**src/rtl/senales_pkg.sv**
```systemverilog
// rtl/senales_pkg.sv - shared types and constants for the printer/scanner control core
package senales_pkg;

  // Full cartridge level in pages and the width of each level counter
  localparam int INK_MAX_DEF = 7;
  localparam int INK_W       = 3;

  typedef enum logic [2:0] {
    ST_OFF,
    ST_IDLE,
    ST_SCAN,
    ST_PRINT,
    ST_NO_INK,
    ST_DONE
  } state_t;

  // Symbol codes fed to the 7-segment decoder; 0..4 are the digits themselves
  typedef enum logic [3:0] {
    SYM_0     = 4'd0,
    SYM_1     = 4'd1,
    SYM_2     = 4'd2,
    SYM_3     = 4'd3,
    SYM_4     = 4'd4,
    SYM_S     = 4'd5,
    SYM_P     = 4'd6,
    SYM_E     = 4'd7,
    SYM_C     = 4'd8,
    SYM_B     = 4'd9,
    SYM_D     = 4'd10,
    SYM_DASH  = 4'd11,
    SYM_BLANK = 4'd12
  } sym_t;

  // Segment patterns, active-high, segment a in bit 0 through segment g in bit 6
  localparam logic [6:0] SEG_0     = 7'b0111111;
  localparam logic [6:0] SEG_1     = 7'b0000110;
  localparam logic [6:0] SEG_2     = 7'b1011011;
  localparam logic [6:0] SEG_3     = 7'b1001111;
  localparam logic [6:0] SEG_4     = 7'b1100110;
  localparam logic [6:0] SEG_S     = 7'b1101101;
  localparam logic [6:0] SEG_P     = 7'b1110011;
  localparam logic [6:0] SEG_E     = 7'b1111001;
  localparam logic [6:0] SEG_C     = 7'b0111001;
  localparam logic [6:0] SEG_B     = 7'b1111100;
  localparam logic [6:0] SEG_D     = 7'b1011110;
  localparam logic [6:0] SEG_DASH  = 7'b1000000;
  localparam logic [6:0] SEG_BLANK = 7'b0000000;

  // Remaining-page count (0..4) shown as its own digit
  function automatic sym_t digit_sym(input logic [2:0] n);
    return sym_t'({1'b0, n});
  endfunction

endpackage

```
**src/rtl/senales_if.sv**
```systemverilog
// rtl/senales_if.sv - front-panel inputs and mechanism/display outputs of the control core
interface senales_if;

  logic       prendido;
  logic       color;
  logic       escanear;
  logic       imprimir;
  logic [1:0] ajustes_escaner;
  logic       rellenar_color;
  logic       rellenar_negro;
  logic [1:0] paginas;

  logic       esc_escaner;
  logic       fin_color;
  logic       fin_negro;
  logic [6:0] display1;
  logic [6:0] display2;

  modport master (
    output prendido, color, escanear, imprimir, ajustes_escaner,
           rellenar_color, rellenar_negro, paginas,
    input  esc_escaner, fin_color, fin_negro, display1, display2
  );

  modport slave (
    input  prendido, color, escanear, imprimir, ajustes_escaner,
           rellenar_color, rellenar_negro, paginas,
    output esc_escaner, fin_color, fin_negro, display1, display2
  );

endinterface

```
**src/rtl/senales_seg7.sv**
```systemverilog
// rtl/senales_seg7.sv - symbol code to 7-segment pattern decoder
module senales_seg7
  import senales_pkg::*;
(
  input  sym_t       i_sym,
  output logic [6:0] o_seg
);

  // Pure lookup; unknown codes show nothing
  always_comb begin
    o_seg = SEG_BLANK;
    case (i_sym)
      SYM_0:     o_seg = SEG_0;
      SYM_1:     o_seg = SEG_1;
      SYM_2:     o_seg = SEG_2;
      SYM_3:     o_seg = SEG_3;
      SYM_4:     o_seg = SEG_4;
      SYM_S:     o_seg = SEG_S;
      SYM_P:     o_seg = SEG_P;
      SYM_E:     o_seg = SEG_E;
      SYM_C:     o_seg = SEG_C;
      SYM_B:     o_seg = SEG_B;
      SYM_D:     o_seg = SEG_D;
      SYM_DASH:  o_seg = SEG_DASH;
      default:   o_seg = SEG_BLANK;
    endcase
  end

endmodule

```
**src/rtl/senales.sv**
```systemverilog
// rtl/senales.sv - printer/scanner job sequencer with ink tracking and two-digit display
module senales
  import senales_pkg::*;
#(
  parameter int INK_MAX     = INK_MAX_DEF,
  parameter int PAGE_CYCLES = 4,
  parameter int SCAN_BASE   = 2
) (
  input  logic     clk,
  input  logic     reset,
  senales_if.slave bus
);

  localparam logic [INK_W-1:0] INK_FULL  = INK_W'(INK_MAX);
  localparam logic [3:0]       PAGE_LAST = 4'(PAGE_CYCLES - 1);

  state_t           r_state, w_state_nxt;
  logic [2:0]       r_pages, w_pages_nxt;
  logic [1:0]       r_q, w_q_nxt;
  logic             r_color, w_color_nxt;
  logic [3:0]       r_cnt, w_cnt_nxt;
  logic [INK_W-1:0] r_ink_c, r_ink_b, w_ink_c_nxt, w_ink_b_nxt;
  logic             w_dec_c, w_dec_b;

  logic [3:0]       w_scan_last;
  logic [INK_W-1:0] w_sel_ink;
  logic             w_refill_sel;

  sym_t             w_sym1, w_sym2;
  logic [6:0]       w_seg1, w_seg2;

  logic             r_esc;
  logic             r_fin_c, r_fin_b;
  logic [6:0]       r_display1, r_display2;

  // Last cycle index of a scanned page: SCAN_BASE*(q+1) cycles per page
  assign w_scan_last  = 4'(SCAN_BASE * (int'(r_q) + 1) - 1);
  assign w_sel_ink    = r_color ? r_ink_c : r_ink_b;
  assign w_refill_sel = r_color ? bus.rellenar_color : bus.rellenar_negro;

  // Job sequencing: next state, latched job parameters, cycle counter and ink-use strobes
  always_comb begin
    w_state_nxt = r_state;
    w_pages_nxt = r_pages;
    w_q_nxt     = r_q;
    w_color_nxt = r_color;
    w_cnt_nxt   = r_cnt;
    w_dec_c     = 1'b0;
    w_dec_b     = 1'b0;
    if (!bus.prendido) begin
      w_state_nxt = ST_OFF;
    end else begin
      case (r_state)
        ST_OFF: w_state_nxt = ST_IDLE;
        ST_IDLE: begin
          if (bus.imprimir) begin
            w_pages_nxt = {1'b0, bus.paginas} + 3'd1;
            w_color_nxt = bus.color;
            w_cnt_nxt   = 4'd0;
            w_state_nxt = ST_PRINT;
          end else if (bus.escanear) begin
            w_pages_nxt = {1'b0, bus.paginas} + 3'd1;
            w_q_nxt     = bus.ajustes_escaner;
            w_cnt_nxt   = 4'd0;
            w_state_nxt = ST_SCAN;
          end
        end
        ST_SCAN: begin
          if (r_cnt == w_scan_last) begin
            w_cnt_nxt   = 4'd0;
            w_pages_nxt = r_pages - 3'd1;
            if (r_pages == 3'd1) w_state_nxt = ST_DONE;
          end else begin
            w_cnt_nxt = r_cnt + 4'd1;
          end
        end
        ST_PRINT: begin
          // Ink is checked only when a page is about to start, never mid-page
          if (r_cnt == 4'd0 && w_sel_ink == '0) begin
            w_state_nxt = ST_NO_INK;
          end else if (r_cnt == PAGE_LAST) begin
            w_cnt_nxt   = 4'd0;
            w_dec_c     = r_color;
            w_dec_b     = !r_color;
            w_pages_nxt = r_pages - 3'd1;
            if (r_pages == 3'd1) w_state_nxt = ST_DONE;
          end else begin
            w_cnt_nxt = r_cnt + 4'd1;
          end
        end
        ST_NO_INK: begin
          if (w_refill_sel) begin
            w_cnt_nxt   = 4'd0;
            w_state_nxt = ST_PRINT;
          end
        end
        ST_DONE: begin
          if (!bus.escanear && !bus.imprimir) w_state_nxt = ST_IDLE;
        end
        default: w_state_nxt = ST_IDLE;
      endcase
    end
  end

  // Ink levels: a refill wins over a decrement landing in the same cycle
  always_comb begin
    w_ink_c_nxt = r_ink_c;
    w_ink_b_nxt = r_ink_b;
    if (bus.rellenar_color)  w_ink_c_nxt = INK_FULL;
    else if (w_dec_c)        w_ink_c_nxt = r_ink_c - 1'b1;
    if (bus.rellenar_negro)  w_ink_b_nxt = INK_FULL;
    else if (w_dec_b)        w_ink_b_nxt = r_ink_b - 1'b1;
  end

  // Display symbols follow the upcoming state so the digits change together with it
  always_comb begin
    w_sym1 = SYM_BLANK;
    w_sym2 = SYM_BLANK;
    case (w_state_nxt)
      ST_IDLE: w_sym1 = SYM_DASH;
      ST_SCAN: begin
        w_sym1 = SYM_S;
        w_sym2 = digit_sym(w_pages_nxt);
      end
      ST_PRINT: begin
        w_sym1 = SYM_P;
        w_sym2 = digit_sym(w_pages_nxt);
      end
      ST_NO_INK: begin
        w_sym1 = SYM_E;
        w_sym2 = w_color_nxt ? SYM_C : SYM_B;
      end
      ST_DONE: begin
        w_sym1 = SYM_D;
        w_sym2 = SYM_0;
      end
      default: begin
        w_sym1 = SYM_BLANK;
        w_sym2 = SYM_BLANK;
      end
    endcase
  end

  senales_seg7 u_seg1 (
    .i_sym (w_sym1),
    .o_seg (w_seg1)
  );

  senales_seg7 u_seg2 (
    .i_sym (w_sym2),
    .o_seg (w_seg2)
  );

  // State register and job datapath; reset aborts any job and refills both cartridges
  always_ff @(posedge clk) begin
    if (reset) begin
      r_state <= ST_IDLE;
      r_pages <= 3'd0;
      r_q     <= 2'd0;
      r_color <= 1'b0;
      r_cnt   <= 4'd0;
      r_ink_c <= INK_FULL;
      r_ink_b <= INK_FULL;
    end else begin
      r_state <= w_state_nxt;
      r_pages <= w_pages_nxt;
      r_q     <= w_q_nxt;
      r_color <= w_color_nxt;
      r_cnt   <= w_cnt_nxt;
      r_ink_c <= w_ink_c_nxt;
      r_ink_b <= w_ink_b_nxt;
    end
  end

  // Output registers; the empty flags trail the level registers by one cycle
  always_ff @(posedge clk) begin
    if (reset) begin
      r_esc      <= 1'b0;
      r_fin_c    <= 1'b0;
      r_fin_b    <= 1'b0;
      r_display1 <= SEG_DASH;
      r_display2 <= SEG_BLANK;
    end else begin
      r_esc      <= (w_state_nxt == ST_SCAN);
      r_fin_c    <= (r_ink_c == '0);
      r_fin_b    <= (r_ink_b == '0);
      r_display1 <= w_seg1;
      r_display2 <= w_seg2;
    end
  end

  assign bus.esc_escaner = r_esc;
  assign bus.fin_color   = r_fin_c;
  assign bus.fin_negro   = r_fin_b;
  assign bus.display1    = r_display1;
  assign bus.display2    = r_display2;

endmodule

```
**src/flat_wrapper.sv**
```systemverilog
// flat-port wrapper written by rule: the top's interface ports become plain ports
module senales_flat import senales_pkg::*;
#(
  parameter int INK_MAX     = INK_MAX_DEF,
  parameter int PAGE_CYCLES = 4,
  parameter int SCAN_BASE   = 2
)
  (clk, reset, bus_prendido, bus_color, bus_escanear, bus_imprimir, bus_ajustes_escaner, bus_rellenar_color, bus_rellenar_negro, bus_paginas, bus_esc_escaner, bus_fin_color, bus_fin_negro, bus_display1, bus_display2);
  senales_if bus_i ();
  input  logic clk;
  input  logic reset;
  input wire logic [$bits(bus_i.prendido)-1:0] bus_prendido;
  input wire logic [$bits(bus_i.color)-1:0] bus_color;
  input wire logic [$bits(bus_i.escanear)-1:0] bus_escanear;
  input wire logic [$bits(bus_i.imprimir)-1:0] bus_imprimir;
  input wire logic [$bits(bus_i.ajustes_escaner)-1:0] bus_ajustes_escaner;
  input wire logic [$bits(bus_i.rellenar_color)-1:0] bus_rellenar_color;
  input wire logic [$bits(bus_i.rellenar_negro)-1:0] bus_rellenar_negro;
  input wire logic [$bits(bus_i.paginas)-1:0] bus_paginas;
  output wire logic [$bits(bus_i.esc_escaner)-1:0] bus_esc_escaner;
  output wire logic [$bits(bus_i.fin_color)-1:0] bus_fin_color;
  output wire logic [$bits(bus_i.fin_negro)-1:0] bus_fin_negro;
  output wire logic [$bits(bus_i.display1)-1:0] bus_display1;
  output wire logic [$bits(bus_i.display2)-1:0] bus_display2;
  assign bus_i.prendido = bus_prendido;
  assign bus_i.color = bus_color;
  assign bus_i.escanear = bus_escanear;
  assign bus_i.imprimir = bus_imprimir;
  assign bus_i.ajustes_escaner = bus_ajustes_escaner;
  assign bus_i.rellenar_color = bus_rellenar_color;
  assign bus_i.rellenar_negro = bus_rellenar_negro;
  assign bus_i.paginas = bus_paginas;
  assign bus_esc_escaner = bus_i.esc_escaner;
  assign bus_fin_color = bus_i.fin_color;
  assign bus_fin_negro = bus_i.fin_negro;
  assign bus_display1 = bus_i.display1;
  assign bus_display2 = bus_i.display2;
  senales #(.INK_MAX(INK_MAX), .PAGE_CYCLES(PAGE_CYCLES), .SCAN_BASE(SCAN_BASE)) u_core (.clk(clk), .reset(reset), .bus(bus_i));
endmodule
```
**config.mk**
```make
export PLATFORM = sky130hd
export DESIGN_NAME = senales_flat
export DESIGN_NICKNAME = d
export VERILOG_FILES = /design/src/rtl/senales_pkg.sv /design/src/rtl/senales_if.sv /design/src/rtl/senales_seg7.sv /design/src/rtl/senales.sv /design/src/flat_wrapper.sv
export SDC_FILE = /design/constraint.sdc
export NUM_CORES = 1
export LEC_CHECK = 0
export BUFFER_PORTS_ARGS = -buffer_cell sky130_fd_sc_hd__buf_2
export CAP_MARGIN = 40
export CORE_AREA = 4 4 84 62
export CTS_CLUSTER_SIZE = 14
export DETAILED_ROUTE_END_ITERATION = 10
export DIE_AREA = 0 0 88 66
export PLACE_DENSITY_LB_ADDON = 0.25
export SLEW_MARGIN = 5
export SYNTH_ARGS = -nofsm -noshare
export SYNTH_HDL_FRONTEND = slang
export SYNTH_SLANG_ARGS = --single-unit
export TNS_END_PERCENT = 50
```
**constraint.sdc**
```tcl
create_clock -name clk -period 3.5 [get_ports clk]
set_input_delay 0.35 -clock clk [delete_from_list [all_inputs] [get_ports clk]]
set_output_delay 0.35 -clock clk [all_outputs]
set_load 0.01 [all_outputs]
```
After elaboration in Yosys (flattened, before gate mapping)
Memory sizes are Yosys's and may differ from the RTL's. A register that Yosys moved wholly into a read port is not among the register bits.
Index checks and enable logic that the tools add are counted.
- equal/unequal tests: 16
- add/sub/neg operators: 7
- multiplexer cells: 40
- bitwise operators: 1
- reduce and logical (&&, ||, !) cells: 15
- operators by type and width (operator ; number):
    3-bit 2-to-1 mux ; 16
    4-bit 2-to-1 mux ; 6
    4-bit one-hot mux with 5 select lines ; 1
    4-bit one-hot mux with 4 select lines ; 1
    3-bit one-hot mux with 5 select lines ; 1
    1-bit 2-to-1 mux ; 13
    3-bit by 2-bit == test with 1-bit output, second input constant ; 4
    3-bit == test, second input constant ; 4
    4-bit one-hot mux with 3 select lines ; 1
    3-bit by 1-bit == test with 1-bit output, second input constant ; 3
    3-bit logical NOT ; 3
    3-bit one-hot mux with 3 select lines ; 1
    3-bit by 1-bit subtractor with 3-bit output, second input constant ; 3
    2-bit by 1-bit adder with 3-bit output, second input constant ; 2
    2-bit OR reduction ; 3
    5-bit AND reduction ; 1
    4-bit by 1-bit adder with 4-bit output, second input constant ; 1
    4-bit by 2-bit == test with 1-bit output, second input constant ; 1
    4-bit == test ; 1
    4-bit logical NOT ; 1
    4-bit AND reduction ; 1
    4-bit nonzero test ; 1
    4-bit by 2-bit subtractor with 4-bit output, second input constant ; 1
    1-bit logical NOT ; 3
    other kinds (5) ; 6
- register bits after elaboration: 22
- word-level logic and storage cells: 91
- memories: 2
- memory bits (read-only): 224
- memories (name ; depth ; width ; read ports ; clocked after memory_dff ; wr ports ; line ; text):
    (no name shown) ; 16 ; 7 ; 1 ; 1 ; 0 ; senales_seg7.sv:12 ; case (i_sym)
    (no name shown) ; 16 ; 7 ; 1 ; 1 ; 0 ; senales_seg7.sv:12 ;

Depth between registers and ports, before layout
- depth after elaboration: 9
- depth in mapped cells: 13

Hierarchy
A second synthesis with hierarchy kept.
- cells, all modules: 272
- area, all modules: 2302.2 sq um
- by module, submodules not included (module ; instances ; area an instance (sq um) ; cells each ; seq. area each (sq um)):
    senales ; 1 ; 1831.8 ; 214 ; 720.7
    senales_seg7 (u_core.u_seg1) ; 1 ; 240.2 ; 30 ; 0.0
    senales_seg7 (u_core.u_seg2) ; 1 ; 230.2 ; 28 ; 0.0

Least setup slack after synthesis
OpenSTA, ideal clock, no wires.
- path type: input -> register
- start: in bus_prendido
- end: reg u_core.r_display2[0], in the netlist u_core.bus.display2[0]
- arrival time: 2.582 ns
- setup time: 0.117 ns
- path buffers: 2
- data required time: 3.383 ns
- cell stages on the path: 11
- slack: 0.802 ns
- cells stage by stage: clkbuf_1 -> inv_1 -> or3_1 -> clkbuf_1 -> o31ai_1 -> a21oi_1 -> o21ai_0 -> ha_1 -> inv_1 -> o31a_1 -> a22o_1
- word-level cells in the longest chain between the ends: 4
- ends and longest elaborated chain (what ; line ; text):
    start: declaration ; flat_wrapper.sv:12 ; input wire logic [$bits(bus_i.prendido)-1:0] bus_prendido;
    3-bit 2-to-1 mux ; senales.sv:50 ; if (!bus.prendido) begin
    3-bit by 2-bit == test with 1-bit output ; senales.sv:119 ; case (w_state_nxt)
    2-bit OR reduction (no line) ; - ;
    4-bit one-hot mux with 3 select lines (*) ; senales.sv:119 ;
    end: declaration ; senales.sv:34 ; logic [6:0] r_display1, r_display2;
Every way passes the cells marked *; elsewhere a longest branch is shown, timed or not.
A chain may end at the register's enable or synchronous reset.

Final worst setup path
- start: reg u_core.r_cnt[0]
- end: reg u_core.r_display2[0], in the netlist u_core.bus.display2[0]
- word-level cells in the longest chain between the ends: 8
- ends and longest elaborated chain (what ; line ; text):
    start: declaration ; senales.sv:21 ; logic [3:0] r_cnt, w_cnt_nxt;
    start signal: assignment ; senales.sv:169 ; r_cnt <= w_cnt_nxt;
    4-bit by 2-bit == test with 1-bit output or 4-bit logical NOT (tied branches) ; senales.sv:81, senales.sv:79 ;
    3-bit 2-to-1 mux or 1-bit logical AND (tied branches) ; senales.sv:81, senales.sv:79 ;
    3-bit 2-to-1 mux ; senales.sv:79 ; if (r_cnt == 4'd0 && w_sel_ink == '0) begin
    3-bit one-hot mux with 5 select lines ; senales.sv:53 ; case (r_state)
    3-bit 2-to-1 mux ; senales.sv:50 ;
    3-bit by 2-bit == test with 1-bit output ; senales.sv:119 ;
    2-bit OR reduction (no line) ; - ;
    4-bit one-hot mux with 3 select lines (*) ; senales.sv:119 ;
Marked as above.

==> impl_metrics.tcl <==
set metrics [dict create \
    grt_max_degree 29 \
    slew_violations 0 \
    rows 20 \
    setup_tns_ns 0 \
    postSynthAreaPerCell_sq_um 8.43 \
    fin_cells 334 \
    netlist_top_cells_area "dfxtp_1 34%, ha_1 8.8%, nor2_1 4.0%" \
    dieWidth_um 88 \
    dieArea_sq_um 5810 \
    worst_ep_arrival_time_ns 3.32 \
    yosys_warnings 0 \
    rsz0062_at_grt "false" \
    n_fill_cell 410 \
    worstPathRequired_ns 3.69 \
    yosys.area_share.simple_pct 26.8 \
    cts_setup_buffers 0 \
    start_kind "flip-flop" \
    yosysTopAreaCellShare_pct 33.8 \
    power_leakage_nw 1.06 \
    synth-compound-area-share_pct 20.2 \
    fin_skew_ns 0.00549 \
    synthAdderAreaFrac_pct 8.80 \
    max-slew-margin-rel_pct 48.9 \
    yosysSeqAreaShare_pct 33.8 \
    finalHoldViolCount 0 \
    cp_num_buf_inv 3 \
    worstPathCellList "inv_1 > ha_1 > nor3b_1 > o21a_1 > a311oi_1 > o211ai_1 > nor2_1 > inv_1 > ha_1 > inv_1 > o31a_1 > a22o_1" \
    globalplace.congestion 0.909 \
    maxCapViolations 0 \
    cts.sinks 36 \
    power_density_nw_per_um2 361 \
    io_pins 29 \
    yosysTopAreaCell "dfxtp_1" \
    clk_pin_slew_ns 0.08 \
    post-place-cells 326 \
    cts_tree "done" \
    syn-num-nets 280 \
    fin_ws_ns 0.367 \
    cts_buffer_depth 2 \
    antenna_found_initial 0 \
    post-synth-top-count-cell "dfxtp_1" \
    antenna_cells 0 \
    synth_area_sq_um 2130 \
    synthArstFlopShare_pct 0 \
    cpPeakStageDelay_ns 0.63 \
    path_class "flip-flop to flip-flop" \
    drtIter0Drc 194 \
    crit_slowest_cell "o211ai_1" \
    core_area_sq_um 4330 \
    start_util_pct 49.3 \
    fin_area_sq_um 2390 \
    cts_root_buffer "clkbuf_8" \
    min_period_ns 3.13 \
    setup_viol_count_final 0 \
    wl_met1_um 2620 \
    routed_wl_um 4840 \
    tightest_slew_ns 0.760 \
    wl_met3_um 346 \
    drive_above_1_share_pct 16.5 \
    outcome "finished, final reports clean" \
    wl_met2_um 1830 \
    clk_latency_ns 0.29 \
    cts_hold_buf 0 \
    overflow 0 \
    ys_types 56 \
    synth_top_family_by_area "simple AND/OR/NAND/NOR gates" \
    synth_commonest_cells "36 x dfxtp_1, 23 x nor2_1, 21 x inv_1" \
    final_antenna_net_count 0 \
    min_period_over_period_pct 89.5 \
    synth-xor-area-share_pct 2.46 \
    post_drt_via_cell_ratio 5.72 \
    dr_total_vias 1910 \
    vdd_drop_max_uv 225 \
    regArea_sq_um 721 \
    crit_family "compound AO/OA/AOI/OAI gates" \
    post-route-drc-count 0 \
    syn2layout_area_growth_pct 11.8 \
    muxShareOfSynthArea_pct 1.88 \
    dp_hpwl_um 3640 \
    synth-seq-cells 36 \
    synth_flop_cell "dfxtp_1" \
    cp_max_fo 11 \
    chipHeight_um 66 \
    top_layer "met4" \
    final_core_util_pct 55.1 \
    hp-class "input port to flip-flop" \
    grt_pass1_wl_um 8160 \
    synth_edf_count 0 \
    grt_pass1_vias 1703 \
    cts_made_buffers 5 \
    post-place-ws_ns 0.362 \
    cts_max_level 2 \
    wl_per_cell_um 14.5 \
    dr.pass1.iters 5 \
    multi_input_comb_area_sq_um 1280 \
    critPathCaptureType "flip-flop" \
    fin_nets 305 \
    grtUsageTotal_pct 17.7 \
    placedInstanceArea_sq_um 2300 \
    syn_inst 253 \
    fmax_ghz 0.319 \
    cp_common_cell "inv_1" \
    port-buffer-count 28 \
]
-- path summary, 6_finish.rpt --
path | startpoint | endpoint | slack, ns | cells past startpoint
setup / recovery | u_core.r_cnt[0]$_SDFFE_PP0P_ | u_core.bus.display2[0]$_SDFF_PP0_ | 0.37 | 12
hold / removal | bus_rellenar_negro | u_core.r_ink_b[1]$_SDFFE_PP1P_ | 0.30 | 3
setup reg to reg | u_core.r_cnt[0]$_SDFFE_PP0P_ | u_core.bus.display2[0]$_SDFF_PP0_ | 0.37 | 12
hold reg to reg | u_core.r_ink_c[1]$_SDFFE_PP1P_ | u_core.r_ink_c[1]$_SDFFE_PP1P_ | 0.53 | 2
-- layer usage --
metal / vias up / global-route usage [%]
li1: 952 / -
met1: 876 / 27.3
met2: 76 / 24.5
met3: 6 / 3.86
met4: 0 / 4.02
met5: - / 0
-- power by group --
| group | switching [mW] | internal, mW |
|---|---|---|
| clock | 0.159 | 0.139 |
| combinational | 0.0788 | 0.0512 |
| sequential | 0.0102 | 0.424 |
| total | 0.248 | 0.614 |
-- worst min-delay path, delay by kind of cell --
kind / cells / cell delay [ns]
buffers and inverters: 1 / 0.09
AND/OR/NAND/NOR: 2 / 0.11
-- cell families (layout without fill, tap and decap cells) --
kind of cell / count (synthesis) / count (layout)
flops: 36 / 36
simple gates: 100 / 100
buf+inv: 32 / 58
xor+xnor: 6 / 6
compound gates: 60 / 60
mux: 4 / 4
fa+ha+maj: 15 / 15
-- per-stage QoR --
step	power, mW	hold WS, ns
after CTS	0.871	0.294
after global placement	0.573	0.512
after detailed placement	0.573	0.513
after floorplan	0.534	0.465
final	0.862	0.296
after global routing	0.913	0.287
-- flip-flops by register name, indices dropped and copies added, names as in the netlist --
| register | flops |
|---|---|
| u_core.r_cnt | 4 |
| u_core.r_state | 3 |
| u_core.bus.fin_color | 1 |
| u_core.r_ink_c | 3 |
| u_core.bus.fin_negro | 1 |
| u_core.bus.display2 | 7 |
| u_core.bus.esc_escaner | 1 |
| u_core.bus.display1 | 7 |
| u_core.r_q | 2 |
| u_core.r_color | 1 |
| u_core.r_pages | 3 |
| u_core.r_ink_b | 3 |
-- layout by cell type (no fill, tap or decap), types with 2 or more instances in the layout --
master,n
a22oi_1,2
a211oi_1,4
nand2_1,18
o211ai_1,7
nor3_1,7
nand3_1,7
xor2_1,2
clkbuf_8,5
clkinv_2,2
nand4bb_1,2
or3_1,4
o21ai_0,10
nand2b_1,7
nor4_1,2
xnor2_1,4
buf_2,28
a21oi_1,14
nand3b_1,4
nor3b_1,3
a211o_1,2
or2_2,2
nor2b_1,4
nor4b_2,2
nor2_1,23
nor4bb_1,2
dfxtp_1,36
and2_1,3
or4_1,3
inv_1,21
a21o_1,2
o2111ai_1,2
mux2i_1,4
ha_1,15
-- final cells by class --
class / instances / share of cell area (%)
Multi-Input combinational cell: 185 / 53.7
Sequential cell: 36 / 30.2
Timing Repair Buffer: 29 / 6.19
Inverter: 21 / 3.30
Clock buffer: 5 / 2.88
Tap cell: 55 / 2.88
Clock inverter: 3 / 0.787
-- repair_timing --
| action | CTS | global route |
|---|---|---|
| resized for setup | 0 | 1 |
| endpoints found under the setup margin | 0 | 1 |
| hold endpoints to repair | 0 | 0 |
Note: power is estimated with default switching activity, not from simulation.
